### src/rtl/hazard_ctrl.sv
// Hazard controller for the 5-stage LEGv8 pipeline: stall/flush enables and registered EX forwarding selects.
// Statistics counters are built only when HAZARD_STATS_EN is defined.
module hazard_ctrl #(
  parameter int unsigned CNT_W = 32
) (
  input  logic             clk,
  input  logic             reset,
  input  logic [4:0]       id_Rn,
  input  logic [4:0]       id_Rm,
  input  logic             id_usesRn,
  input  logic             id_usesRm,
  input  logic [4:0]       ex_Rd,
  input  logic             ex_RegWrite,
  input  logic             ex_MemRead,
  input  logic [4:0]       mem_Rd,
  input  logic             mem_RegWrite,
  input  logic             branch_taken,
  input  logic             ext_stall,
  output logic             pc_write,
  output logic             ifid_write,
  output logic             ifid_flush,
  output logic             idex_flush,
  output logic [1:0]       fwdA,
  output logic [1:0]       fwdB,
  output logic [CNT_W-1:0] stall_cnt,
  output logic [CNT_W-1:0] flush_cnt
);

  typedef enum logic [1:0] {
    ACT_RUN,
    ACT_BUBBLE,
    ACT_FLUSH,
    ACT_FREEZE
  } act_e;

  localparam logic [4:0] XZR = 5'd31;

  act_e       act;
  logic       ex_fwd_ok;
  logic       mem_fwd_ok;
  logic       lu;
  logic [1:0] sel_a;
  logic [1:0] sel_b;
  logic [1:0] fwd_a_d, fwd_a_q;
  logic [1:0] fwd_b_d, fwd_b_q;

  // EX producer is preferred: it holds the youngest value of the register.
  function automatic logic [1:0] fwd_sel(
    input logic       uses,
    input logic [4:0] src,
    input logic       ex_ok,
    input logic [4:0] ex_rd,
    input logic       mem_ok,
    input logic [4:0] mem_rd
  );
    logic [1:0] sel;
    sel = 2'b00;
    if (uses) begin
      if (ex_ok && (ex_rd == src)) begin
        sel = 2'b01;
      end else if (mem_ok && (mem_rd == src)) begin
        sel = 2'b10;
      end
    end
    return sel;
  endfunction

  always_comb begin
    ex_fwd_ok  = ex_RegWrite && (ex_Rd != XZR);
    mem_fwd_ok = mem_RegWrite && (mem_Rd != XZR);
    lu = ex_MemRead && ex_fwd_ok &&
         ((id_usesRn && (id_Rn == ex_Rd)) || (id_usesRm && (id_Rm == ex_Rd)));
    sel_a = fwd_sel(id_usesRn, id_Rn, ex_fwd_ok, ex_Rd, mem_fwd_ok, mem_Rd);
    sel_b = fwd_sel(id_usesRm, id_Rm, ex_fwd_ok, ex_Rd, mem_fwd_ok, mem_Rd);
  end

  always_comb begin
    if (ext_stall) begin
      act = ACT_FREEZE;
    end else if (branch_taken) begin
      act = ACT_FLUSH;
    end else if (lu) begin
      act = ACT_BUBBLE;
    end else begin
      act = ACT_RUN;
    end
  end

  always_comb begin
    pc_write   = 1'b1;
    ifid_write = 1'b1;
    ifid_flush = 1'b0;
    idex_flush = 1'b0;
    fwd_a_d    = sel_a;
    fwd_b_d    = sel_b;
    unique case (act)
      ACT_FREEZE: begin
        pc_write   = 1'b0;
        ifid_write = 1'b0;
        fwd_a_d    = fwd_a_q;
        fwd_b_d    = fwd_b_q;
      end
      ACT_FLUSH: begin
        ifid_flush = 1'b1;
        idex_flush = 1'b1;
        fwd_a_d    = 2'b00;
        fwd_b_d    = 2'b00;
      end
      ACT_BUBBLE: begin
        pc_write   = 1'b0;
        ifid_write = 1'b0;
        idex_flush = 1'b1;
        fwd_a_d    = 2'b00;
        fwd_b_d    = 2'b00;
      end
      default: begin
      end
    endcase
  end

  always_ff @(posedge clk or negedge reset) begin
    if (!reset) begin
      fwd_a_q <= 2'b00;
      fwd_b_q <= 2'b00;
    end else begin
      fwd_a_q <= fwd_a_d;
      fwd_b_q <= fwd_b_d;
    end
  end

  assign fwdA = fwd_a_q;
  assign fwdB = fwd_b_q;

`ifdef HAZARD_STATS_EN
  logic [CNT_W-1:0] stall_cnt_d, stall_cnt_q;
  logic [CNT_W-1:0] flush_cnt_d, flush_cnt_q;
  logic             stall_inc;
  logic             flush_inc;

  always_comb begin
    stall_inc   = (act == ACT_FREEZE) || (act == ACT_BUBBLE);
    flush_inc   = (act == ACT_FLUSH);
    stall_cnt_d = stall_cnt_q;
    flush_cnt_d = flush_cnt_q;
    if (stall_inc && (stall_cnt_q != '1)) begin
      stall_cnt_d = stall_cnt_q + CNT_W'(1);
    end
    if (flush_inc && (flush_cnt_q != '1)) begin
      flush_cnt_d = flush_cnt_q + CNT_W'(1);
    end
  end

  always_ff @(posedge clk or negedge reset) begin
    if (!reset) begin
      stall_cnt_q <= '0;
      flush_cnt_q <= '0;
    end else begin
      stall_cnt_q <= stall_cnt_d;
      flush_cnt_q <= flush_cnt_d;
    end
  end

  assign stall_cnt = stall_cnt_q;
  assign flush_cnt = flush_cnt_q;
`else
  assign stall_cnt = '0;
  assign flush_cnt = '0;
`endif

endmodule

### config.mk
export PLATFORM = sky130hd
export DESIGN_NAME = hazard_ctrl
export DESIGN_NICKNAME = d
export VERILOG_FILES = /design/src/rtl/hazard_ctrl.sv
export SDC_FILE = /design/constraint.sdc
export NUM_CORES = 1
export LEC_CHECK = 0
export CORE_ASPECT_RATIO = 1.25
export CORE_MARGIN = 2
export CORE_UTILIZATION = 30
export CTS_CLUSTER_SIZE = 24
export DETAILED_ROUTE_END_ITERATION = 10
export MAX_ROUTING_LAYER = met4
export PLACE_DENSITY = 0.83
export REMOVE_ABC_BUFFERS = 1
export SLEW_MARGIN = 30
export SYNTH_ARGS = -nofsm -noshare
export SYNTH_HDL_FRONTEND = slang
export SYNTH_SLANG_ARGS = --single-unit
### constraint.sdc
create_clock -name clk -period 2.99 [get_ports clk]
set_input_delay 0.7475 -clock clk [delete_from_list [all_inputs] [get_ports clk]]
set_output_delay 0.7475 -clock clk [all_outputs]
set_load 0.005 [all_outputs]
==> results by group <==
Floorplan
  – Initial core utilization: 0.312
  – Core Region: 0.00319 mm2
  – Row Count: 23
  – Die height: about 68 um
  – Die width: 55.5 um
  – # IOs: 101
  – Die area: 0.00380 mm2

Yosys
  – Main synth FF type: dfrtp_1
  – Top-count cell post-synth: buf_4
  – Synth warnings: 0
  – Seq cells post-synth: 4
  – Cells after Synth: 124
  – Ys async rst share: 1.00
  – Top post-synthesis cells by count: buf_4, xor2_1, xnor2_1, nand2_1, nand3_1
  – Yosys cell types: 22
  – Dominant cells by area after synthesis: buf_4, xor2_1, dfrtp_1
  – Largest area contributor in the netlist: buf_4
  – Register area share after synthesis: 0.101
  – Post-synth EDFFs: 0
  – Post-synth top area share: 0.490
  – Syn_area_per_cell: 8.03 um2
  – Mapped cell area: 996 um2

Clock network
  – Root Buffer: clkbuf_8
  – CTS tree: built
  – H-Tree Depth: 1
  – Clock transition at path regs: 0.03 ns
  – Hold-fix buffers, CTS: 0
  – CTS Buf Count: 3
  – Max Buffers Root-to-Sink: 2
  – Worst skew pair latency: 0.21 ns
  – Clock sink count: 4

Routing
  – DRT Pass-1 Iters: 4
  – Routed len/inst: 10.8 um
  – WL final: 2360 um
  – Drc violations: 0
  – Starting DRT DRC Count: 7
  – Via-to-Cell Ratio: 3.83
  – Routed vias: 839
  – Detail Route Antenna Nets: 0

Layout
  – Multi-input logic area: 771 um2
  – Area grow syn2layout: 44.8%
  – FF/Latch Area: about 100 um2
  – Ant diodes: 0
  – Total Nets Final: 215
  – Layout cells sized above 1: 0.341
  – Final cell count without fillers: 219
  – Fillers: roughly 310

Worst setup path
  – Critical path arrival: 2.32 ns
  – Slowest-stage cell, CP: o41a_1
  – Crit-path cells: buf_2 > xnor2_4 > nand3_2 > nor3_4 > a22oi_2 > buf_4 > o41a_1 > ha_2 > buf_2
  – Crit-path max cell delay: around 0.4 ns
  – CP Data Required Time: 2.24 ns
  – Most frequent CP cell: buf_2
  – Critical Path Sink Type: output pin
  – Path type of the worst setup path: primary input to output pin
  – Worst setup SP type: primary input
  – Crit path max fanout: 2
  – Buffer and inverter count on the worst path: 3
  – Crit path max-delay family: compound AO/OA/AOI/OAI gates

Timing
  – Final number of setup-violating endpoints: 3
  – Setup TNS: -0.150 ns
  – FMAX: 326 MHz
  – Unrepaired setup endpoints after global routing: true
  – Slew Viols, Final: 0
  – Final hold violation count: 0
  – Final Worst Setup Slack: -0.0742 ns
  – Min Tclk post-route: 3.06 ns
  – Worst Clk Skew: 0 ns
  – Final period utilization: 1.02

Power
  – Peak VDD IR: around 0.00015 V
  – Pwr Total: 0.327 mW
  – Pwr dens: 227 mW/mm2
  – Leak: roughly 0.74 nW

Worst hold path
  – Hold Crit Class: flop to flop

Global routing
  – GRT Total Usage: 0.123
  – Global-route wire length before repair: 3480 um
  – Total congestion overflow: 0
  – Largest net degree at the start of global routing: 7
  – Vias in the first global route: 832
  – Initial antenna violation count: 0

Placement
  – Final Wtd Congestion: 0.811
  – Placed insts: 213
  – Hpwl dp: 1930 um
  – Port Buf Inserts: 36
  – Dpl ws: -0.805 ns

Run
  – Maxcap violations: 0

Outcome
  – Status: finished with violations
  – Violated checks: setup timing
==> layout by cell type (no fill, tap or decap) <==
cell,n
o41a_1,1
o21ai_0,1
nor2_1,1
buf_8,2
nor3_4,2
a22oi_2,1
o21a_1,1
inv_1,2
buf_2,10
conb_1,64
ha_1,1
clkbuf_2,1
clkdlybuf4s15_2,1
clkbuf_8,3
ha_2,1
clkdlybuf4s50_1,17
o41ai_1,2
nand3_2,2
o41ai_2,1
nor4_1,2
a211oi_2,1
o211ai_1,1
buf_6,4
nand2_1,6
xnor2_1,2
xor2_2,4
xnor2_4,2
xor2_1,8
xnor2_2,4
nand3_1,4
a211oi_1,1
a21o_1,2
dfrtp_1,4
or2_2,1
buf_4,22
==> registers in the layout, indices dropped and copies added (netlist names) <==
name,cells
fwdB,2
fwdA,2
==> cell type report <==
type,count,share of cell area
Clock buffer,3,0.0286
Multi-Input combinational cell,116,0.534
Sequential cell,4,0.0694
Tap cell,37,0.0321
Timing Repair Buffer,57,0.330
Inverter,2,0.00520
==> layer usage <==
metal / up-vias / part of all wire / wire (um) / global-route usage
met5: - / 0 / 0 / -
met4: 0 / 0.027 / 64 / 0.0671
met3: 6 / 0.089 / 210 / 0.0170
met2: 67 / 0.57 / 1360 / 0.254
met1: 373 / 0.31 / 729 / 0.107
li1: 393 / - / - / -
==> final timing paths <==
kind,from,endpoint,slack [ns],cells past startpoint
setup / recovery,id_Rn[1],ifid_flush,-0.07,9
hold / removal,fwdA[1]$_DFFE_PN0P_,fwdA[1]$_DFFE_PN0P_,0.47,1
setup reg to reg,fwdA[1]$_DFFE_PN0P_,fwdA[1]$_DFFE_PN0P_,2.34,1
hold reg to reg,fwdA[1]$_DFFE_PN0P_,fwdA[1]$_DFFE_PN0P_,0.47,1
max in group asynchronous,reset,fwdB[0]$_DFFE_PN0P_,2.09,1
min in group asynchronous,reset,fwdA[1]$_DFFE_PN0P_,0.74,1
==> kinds of logic (layout without fill, tap and decap cells) <==
logic type               count (synthesis)  in the layout  share of synthesized area
buffers and inverters                   67             62                      0.497
flip-flops                               4              4                      0.101
AND/OR/NAND/NOR                         18             18                      0.102
adder cells (fa/ha/maj)                  2              2                     0.0251
AO/OA/AOI/OAI                           12             12                     0.0955
other                                    1             64                    0.00377
XOR/XNOR                                20             20                      0.176
==> where the power goes <==
part	internal, mW	total [mW]	switching (mW)
clock	0.0855	0.110	0.0248
sequential	0.0549	0.0551	0.000167
combinational	0.0818	0.162	0.0801
==> per-stage QoR <==
step	util	area, um2	hold slack (ns)
2_1_floorplan	-	744	0.452
3_3_place_gp	0.403	1290	0.473
3_5_place_dp	0.403	1290	0.478
4_1_cts	0.438	1400	0.479
5_1_grt	0.452	1440	0.490
6_report	0.452	1440	0.473
==> timing repair <==
| action | CTS | global route |
|---|---|---|
| buffers inserted | 2 | 1 |
| hold endpoints to repair | 0 | 0 |
| pin swaps | 18 | 6 |
| setup endpoints to repair | 8 | 5 |
| gates resized for setup | 99 | 7 |
(Power assumes the default switching activity.)
